[src/rtl/stack_frame_ctrl_pkg.sv]
// Shared stack-interface codes plus the frame controller's command and error encodings.
package stack_frame_ctrl_pkg;

    typedef enum logic [2:0] {
        StkNone         = 3'd0,
        StkPush         = 3'd1,
        StkPop          = 3'd2,
        StkGet          = 3'd3,
        StkSet          = 3'd4,
        StkUnderflowGet = 3'd5,
        StkUnderflowSet = 3'd6,
        StkIndexReset   = 3'd7
    } stk_op_e;

    typedef enum logic [1:0] {
        StkOk        = 2'd0,
        StkOverflow  = 2'd1,
        StkUnderflow = 2'd2,
        StkBadIndex  = 2'd3
    } stk_status_e;

    typedef enum logic [1:0] {
        CmdNone   = 2'd0,
        CmdCall   = 2'd1,
        CmdReturn = 2'd2
    } cmd_e;

    typedef enum logic [2:0] {
        ErrNone           = 3'd0,
        ErrBadArgs        = 3'd1,
        ErrBadResults     = 3'd2,
        ErrFrameOverflow  = 3'd3,
        ErrFrameUnderflow = 3'd4
    } err_e;

endpackage

[src/rtl/stack_frame_mem.sv]
// Frame-record LIFO: synchronous push/pop with the top entry held in a register.
module stack_frame_mem #(
    parameter int unsigned REC_W  = 48,
    parameter int unsigned FRAMES = 4
) (
    input  logic              clk,
    input  logic              reset,
    input  logic              i_push,
    input  logic              i_pop,
    input  logic [REC_W-1:0]  i_data,
    output logic [REC_W-1:0]  o_top,
    output logic [FRAMES:0]   o_count
);
    localparam int unsigned N = 2 ** FRAMES;

    logic [REC_W-1:0]  r_mem [N];
    logic [REC_W-1:0]  r_top;
    logic [FRAMES:0]   r_count;
    logic [FRAMES-1:0] w_below;
    logic              w_full;
    logic              w_empty;

    assign w_full  = (r_count == (FRAMES+1)'(N));
    assign w_empty = (r_count == '0);
    // Slot of the entry that becomes the top after a pop.
    assign w_below = r_count[FRAMES-1:0] - FRAMES'(2);

    always_ff @(posedge clk) begin
        if (i_push && !w_full) begin
            r_mem[r_count[FRAMES-1:0]] <= i_data;
        end
    end

    always_ff @(posedge clk) begin
        if (reset) begin
            r_count <= '0;
            r_top   <= '0;
        end else if (i_push && !w_full) begin
            r_top   <= i_data;
            r_count <= r_count + (FRAMES+1)'(1);
        end else if (i_pop && !w_empty) begin
            r_top   <= (r_count > (FRAMES+1)'(1)) ? r_mem[w_below] : '0;
            r_count <= r_count - (FRAMES+1)'(1);
        end
    end

    assign o_top   = r_top;
    assign o_count = r_count;

endmodule

[src/rtl/stack_frame_ctrl.sv]
// Call/return frame controller driving an attached operand stack.
// Define STACK_FRAME_CTRL_DEPTH_EN to expose the live frame-record count on frame_depth.
module stack_frame_ctrl
    import stack_frame_ctrl_pkg::*;
#(
    parameter int unsigned WIDTH  = 32,
    parameter int unsigned DEPTH  = 7,
    parameter int unsigned FRAMES = 4
) (
    input  logic              clk,
    input  logic              reset,
    input  logic              cmd_valid,
    output logic              cmd_ready,
    input  logic [1:0]        cmd,
    input  logic [1:0]        cmd_count,
    input  logic [WIDTH-1:0]  ret_addr_in,
    output logic              done,
    output logic [WIDTH-1:0]  ret_addr_out,
    output logic [2:0]        error,
`ifdef STACK_FRAME_CTRL_DEPTH_EN
    output logic [FRAMES:0]   frame_depth,
`endif
    output logic [2:0]        stk_op,
    output logic [WIDTH-1:0]  stk_data,
    output logic [DEPTH:0]    stk_offset,
    output logic [DEPTH:0]    stk_new_index,
    output logic [DEPTH:0]    stk_underflow_limit,
    input  logic [DEPTH:0]    stk_index,
    input  logic [WIDTH-1:0]  stk_out
);
    localparam int unsigned IW    = DEPTH + 1;
    localparam int unsigned REC_W = 2 * IW + WIDTH;

    typedef enum logic [2:0] {
        StIdle, StCall, StRetGet, StRetSet, StRetTrim, StDone, StErr
    } state_e;

    state_e             r_state;
    stk_op_e            r_op;
    err_e               r_error;
    logic [IW-1:0]      r_limit;
    logic [IW-1:0]      r_src;
    logic [IW-1:0]      r_offset;
    logic [IW-1:0]      r_new_index;
    logic [WIDTH-1:0]   r_ret_in;
    logic [WIDTH-1:0]   r_ret_addr;
    logic [1:0]         r_cnt;
    logic [1:0]         r_i;
    logic               r_done;

    logic [IW-1:0]      w_count_ext;
    logic [IW-1:0]      w_avail;
    logic [IW-1:0]      w_src;
    logic [REC_W-1:0]   w_top;
    logic [IW-1:0]      w_top_limit;
    logic [IW-1:0]      w_top_base;
    logic [WIDTH-1:0]   w_top_ret;
    logic [FRAMES:0]    w_count;
    logic               w_full;
    logic               w_empty;
    logic               w_accept;

    assign w_count_ext = IW'(cmd_count);
    assign w_avail     = stk_index - r_limit;
    // First argument on CALL, first result on RETURN.
    assign w_src       = stk_index - w_count_ext;
    assign {w_top_limit, w_top_ret, w_top_base} = w_top;
    assign w_full      = (w_count == (FRAMES+1)'(2 ** FRAMES));
    assign w_empty     = (w_count == '0);
    assign w_accept    = cmd_valid && cmd_ready && (cmd == CmdCall || cmd == CmdReturn);

    stack_frame_mem #(
        .REC_W  (REC_W),
        .FRAMES (FRAMES)
    ) u_frames (
        .clk     (clk),
        .reset   (reset),
        .i_push  (r_state == StCall),
        .i_pop   (r_state == StDone),
        .i_data  ({r_limit, r_ret_in, r_src}),
        .o_top   (w_top),
        .o_count (w_count)
    );

    always_ff @(posedge clk) begin
        if (reset) begin
            r_state     <= StIdle;
            r_op        <= StkNone;
            r_error     <= ErrNone;
            r_limit     <= '0;
            r_src       <= '0;
            r_offset    <= '0;
            r_new_index <= '0;
            r_ret_in    <= '0;
            r_ret_addr  <= '0;
            r_cnt       <= '0;
            r_i         <= '0;
            r_done      <= 1'b0;
        end else begin
            r_done <= 1'b0;
            r_op   <= StkNone;
            unique case (r_state)
                StIdle: begin
                    if (w_accept) begin
                        r_cnt    <= cmd_count;
                        r_i      <= '0;
                        r_src    <= w_src;
                        r_ret_in <= ret_addr_in;
                        if (cmd == CmdCall) begin
                            if (w_avail < w_count_ext) begin
                                r_error <= ErrBadArgs;
                                r_state <= StErr;
                            end else if (w_full) begin
                                r_error <= ErrFrameOverflow;
                                r_state <= StErr;
                            end else begin
                                r_state <= StCall;
                            end
                        end else if (w_empty) begin
                            r_error <= ErrFrameUnderflow;
                            r_state <= StErr;
                        end else if (w_avail < w_count_ext) begin
                            r_error <= ErrBadResults;
                            r_state <= StErr;
                        end else if (cmd_count == 2'd0) begin
                            r_op        <= StkIndexReset;
                            r_new_index <= w_top_base;
                            r_state     <= StRetTrim;
                        end else begin
                            r_op     <= StkUnderflowGet;
                            r_offset <= w_src;
                            r_state  <= StRetGet;
                        end
                    end
                end
                StCall: begin
                    r_limit <= r_src;
                    r_done  <= 1'b1;
                    r_state <= StIdle;
                end
                StRetGet: begin
                    r_op     <= StkUnderflowSet;
                    r_offset <= w_top_base + IW'(r_i);
                    r_state  <= StRetSet;
                end
                StRetSet: begin
                    if (r_i == r_cnt - 2'd1) begin
                        r_op        <= StkIndexReset;
                        r_new_index <= w_top_base + IW'(r_cnt);
                        r_state     <= StRetTrim;
                    end else begin
                        r_i      <= r_i + 2'd1;
                        r_op     <= StkUnderflowGet;
                        r_offset <= r_src + IW'(r_i + 2'd1);
                        r_state  <= StRetGet;
                    end
                end
                StRetTrim: r_state <= StDone;
                StDone: begin
                    r_limit    <= w_top_limit;
                    r_ret_addr <= w_top_ret;
                    r_done     <= 1'b1;
                    r_state    <= StIdle;
                end
                StErr: begin
                    r_error <= ErrNone;
                    r_state <= StIdle;
                end
                default: r_state <= StIdle;
            endcase
        end
    end

    assign cmd_ready           = (r_state == StIdle);
    assign done                = r_done;
    assign ret_addr_out        = r_ret_addr;
    assign error               = r_error;
    assign stk_op              = r_op;
    // The stack presents the fetched word in the cycle after UNDERFLOW_GET.
    assign stk_data            = (r_state == StRetSet) ? stk_out : '0;
    assign stk_offset          = r_offset;
    assign stk_new_index       = r_new_index;
    assign stk_underflow_limit = r_limit;

`ifdef STACK_FRAME_CTRL_DEPTH_EN
    assign frame_depth = w_count;
`endif

endmodule

[config.mk]
export PLATFORM = sky130hd
export DESIGN_NAME = stack_frame_ctrl
export DESIGN_NICKNAME = d
export VERILOG_FILES = /design/src/rtl/stack_frame_ctrl_pkg.sv /design/src/rtl/stack_frame_mem.sv /design/src/rtl/stack_frame_ctrl.sv
export SDC_FILE = /design/constraint.sdc
export NUM_CORES = 1
export LEC_CHECK = 0
export BUFFER_PORTS_ARGS = -buffer_cell sky130_fd_sc_hd__buf_2
export CAP_MARGIN = 20
export CORE_MARGIN = 4
export CORE_UTILIZATION = 55
export CTS_BUF_LIST = sky130_fd_sc_hd__clkbuf_16
export CTS_CLUSTER_SIZE = 28
export DETAILED_ROUTE_END_ITERATION = 12
export PLACE_DENSITY = 0.74
export SLEW_MARGIN = 20
export SYNTH_ARGS = -nofsm -noshare
export SYNTH_HDL_FRONTEND = slang
export SYNTH_SLANG_ARGS = --single-unit
[constraint.sdc]
create_clock -name clk -period 6.3 [get_ports clk]
set_input_delay 0.63 -clock clk [delete_from_list [all_inputs] [get_ports clk]]
set_output_delay 0.63 -clock clk [all_outputs]
set_load 0.02 [all_outputs]
==> insert_results.sql <==
INSERT INTO impl_metrics (metric_group, metric, value, unit) VALUES
('run_status', 'outcome', 'completed', ''),
('layout', 'final_layout_size_suffix_gt1_share', '26.8', '%'),
('route', 'drt_pass1_iterations', '9', ''),
('clock_network', 'clock_latency', '640', 'ps'),
('timing', 'worst_max_slew_margin_expressed_relative_to_the_limit', '24.2', '%'),
('layout', 'mostFrequentLayoutCells', 'sky130_fd_sc_hd__edfxtp_1, sky130_fd_sc_hd__mux4_2, sky130_fd_sc_hd__buf_2', ''),
('placed_design', 'dp.cells', '2966', ''),
('die', 'die_area', '0.0706', 'mm²'),
('synth', 'netlist_top_cells_area', 'sky130_fd_sc_hd__edfxtp_1, sky130_fd_sc_hd__mux4_2, sky130_fd_sc_hd__dfxtp_1, sky130_fd_sc_hd__nand2_1, sky130_fd_sc_hd__a222oi_1', ''),
('die', 'core_area', '0.0659', 'mm²'),
('synth', 'async_set_reset_flop_share_out_of_synthesis', '0', '%'),
('route', 'via_density', '6.36', ''),
('critical_path', 'beginning_of_the_critical_path', 'r_state[0]$_SDFFE_PP0N_', ''),
('layout', 'fraction_of_the_core_area_covered_by_cells_at_the_end_of_the_flow', '62.6', '%'),
('pwr', 'p_sw', '3.12', 'mW'),
('layout', 'final-instance-count-excl-fill', '3138', ''),
('timing', 'worst_slew_pin_slew', '1140', 'ps'),
('die', 'floorplan.initialDensity', '55.5', '%'),
('clock_network', 'clock_tree.root_cell', 'sky130_fd_sc_hd__clkbuf_16', ''),
('timing', 'timing_max_transition_violations_final', '0', ''),
('timing', 'timing.setup.tns', '0', 'ps'),
('global_routing', 'number_of_antenna_violations_at_the_first_check_in_global_routing', '1', ''),
('clock_network', 'cts-buffers-inserted', '91', ''),
('synth', 'synth_cells', '2018', ''),
('global_routing', 'grt_pass1_vias', '20400', ''),
('synth', 'most_used_flip_flop_cell_after_synthesis', 'sky130_fd_sc_hd__edfxtp_1', ''),
('clock_network', 'clock_sink_count', '931', ''),
('timing', 'finalCritPeriodShare', '69.7', '%'),
('clock_network', 'clock_tree_from_tritoncts', 'built', ''),
('layout', 'stdcell_area', '0.0412', 'mm²'),
('layout', 'layout.nets', '2305', ''),
('global_routing', 'gr-usage-all-layers', '24.3', '%'),
('placed_design', 'place_area', '0.0383', 'mm²'),
('synth', 'postSynthNetCount', '2127', ''),
('worst_hold_path', 'worstHoldPathCells', '3', ''),
('synth', 'ys_seq_elements', '931', ''),
('route', 'drt_drc_violations_left', '0', ''),
('global_routing', 'grt_pass1_wl', '129000', 'µm'),
('timing', 'achievable-frequency', '0.228', 'GHz'),
('worst_hold_path', 'hold_path.startpoint', 'ret_addr_in[23]', ''),
('pwr', 'seq_power_share', '53.1', '%'),
('timing', 'setup_viol', '0', ''),
('clock_network', 'cts_resized', '0', ''),
('pwr', 'power_per_cell_area', '325', 'mW/mm²'),
('synth', 'synth_area', '0.0366', 'mm²'),
('critical_path', 'setup.worst_path.start_class', 'flip-flop', ''),
('pwr', 'p_leak', '13.6', 'nW'),
('die', 'floorplan.io_pins', '175', ''),
('layout', 'mostFrequentLayoutCell', 'sky130_fd_sc_hd__edfxtp_1', ''),
('timing', 'setup_repair_after_global_routing_missed_its_margin', 'no', ''),
('job', 'timing.max_cap.violations', '0', ''),
('route', 'detail-route-antenna-nets', '0', ''),
('die', 'core.rowCount', '94', ''),
('route', 'vias', '20000', ''),
('synth', 'post-synth-top-area-cell', 'sky130_fd_sc_hd__edfxtp_1', ''),
('clock_network', 'maximum_number_of_buffers_from_clock_root_to_sink', '3', ''),
('timing', 'final.min_clock_period', '4390', 'ps'),
('global_routing', 'largest_net_degree_at_the_start_of_global_routing', '81', ''),
('die', 'die_width', '266', 'µm'),
('placed_design', 'place.port_buffers', '174', ''),
('layout', 'diodes', '0', ''),
('clock_network', 'htree_num_levels', '3', ''),
('synth', 'synth.top_cell.area_share', '63.1', '%'),
('layout', 'area_growth_syn_to_fin', '12.8', '%'),
('route', 'overall_routed_net_length', '85500', 'µm'),
('timing', 'hold_viol', '0', ''),
('clock_network', 'holdBufCountCts', '0', ''),
('pwr', 'internal-power', '10.3', 'mW'),
('clock_network', 'post-cts-setup-buffers', '0', ''),
('timing', 'clock-skew-final', '22.6', 'ps'),
('pwr', 'power.share.clock', '38.7', '%');
==> cells by family after synthesis <==
| group | share of synthesized area (%) |
|---|---|
| buffers and inverters | 1.77 |
| XOR/XNOR | 0.791 |
| multiplexers | 15.1 |
| flip-flops | 72.0 |
| adder cells (fa/ha/maj) | 1.13 |
| AND/OR/NAND/NOR | 4.70 |
| AO/OA/AOI/OAI | 4.44 |
==> registers in the layout, summed over array words and instances (netlist names), 5 cells and up <==
| signal | flops |
|---|---|
| ret_addr_out | 32 |
| stk_offset | 8 |
| r_ret_in | 32 |
| u_frames.r_mem | 768 |
| stk_underflow_limit | 8 |
| stk_new_index | 8 |
| r_src | 8 |
| u_frames.o_top | 48 |
| u_frames.o_count | 5 |
==> synthesized netlist by cell type, types with 6 or more instances <==
master                     instances
sky130_fd_sc_hd__a211oi_1         26
sky130_fd_sc_hd__a21oi_1          90
sky130_fd_sc_hd__a222oi_1         48
sky130_fd_sc_hd__and2_1           46
sky130_fd_sc_hd__and3_1            8
sky130_fd_sc_hd__buf_1            10
sky130_fd_sc_hd__buf_2            25
sky130_fd_sc_hd__clkbuf_1         80
sky130_fd_sc_hd__dfxtp_1         163
sky130_fd_sc_hd__edfxtp_1        768
sky130_fd_sc_hd__ha_1             25
sky130_fd_sc_hd__inv_1            30
sky130_fd_sc_hd__mux2i_1          13
sky130_fd_sc_hd__mux4_2          239
sky130_fd_sc_hd__nand2_1         170
sky130_fd_sc_hd__nand2b_1          6
sky130_fd_sc_hd__nand3_1          12
sky130_fd_sc_hd__nor2_1          103
sky130_fd_sc_hd__nor3_1           16
sky130_fd_sc_hd__o21ai_0          25
sky130_fd_sc_hd__or3_1             8
sky130_fd_sc_hd__xnor2_1          20
sky130_fd_sc_hd__xor2_1           13
==> power by group through the flow <==
| stage | logic [mW] | registers [mW] | clock network [mW] |
|---|---|---|---|
| after detailed placement | 1.09 | 7.25 | 0 |
| final | 1.10 | 7.12 | 5.18 |
| after global routing | 1.18 | 7.15 | 5.53 |
| after global placement | 1.07 | 7.23 | 0 |
| after CTS | 1.10 | 7.12 | 5.25 |
| after floorplan | 0.818 | 7.14 | 0 |
==> worst max-delay path: stages, from the launching register on <==
cell	delay [ps]
sky130_fd_sc_hd__dfxtp_1	850
sky130_fd_sc_hd__inv_1	310
sky130_fd_sc_hd__nor2_1	180
sky130_fd_sc_hd__buf_4	280
sky130_fd_sc_hd__nand2_2	640
sky130_fd_sc_hd__a21oi_4	1000
sky130_fd_sc_hd__buf_4	620
sky130_fd_sc_hd__a222oi_1	190
sky130_fd_sc_hd__nor2_1	180
==> routing by layer <==
metal	track usage (%)	share of wire [%]	vias to the layer above	routed length [µm]
li1	-	-	8435	-
met1	33.9	38	10200	32300
met2	39.3	49	1157	42100
met3	4.64	10	168	8580
met4	8.17	3.0	0	2550
met5	0	0	-	0
==> metrics by stage <==
stage | setup WS [ps] | hold WS (ps) | power (mW)
4_1_cts | 2020 | 195 | 13.5
3_3_place_gp | 2210 | 439 | 8.30
5_1_grt | 1680 | 218 | 13.9
3_5_place_dp | 2080 | 445 | 8.35
2_1_floorplan | 1510 | 431 | 7.96
6_report | 1910 | 228 | 13.4
==> area by class of cell <==
| class | instances | area (µm²) |
|---|---|---|
| clock buffer | 93 | 2330 |
| fill | 4519 | 24600 |
| sequential | 931 | 26300 |
| timing repair buffer | 208 | 1150 |
| clock inverter | 78 | 539 |
| inverter | 30 | 113 |
| multi-input combinational | 934 | 9680 |
| tap | 864 | 1080 |
==> worst paths after layout <==
check | endpoint | slack [ps]
worst max-delay path | u_frames.o_top[46]$_SDFFE_PP0P_ | 1910
worst min-delay path | r_ret_in[23]$_SDFFE_PP0P_ | 230
worst max register to register | u_frames.o_top[46]$_SDFFE_PP0P_ | 1910
worst min register to register | ret_addr_out[0]$_SDFFE_PP0N_ | 450
(Power assumes the default switching activity.)
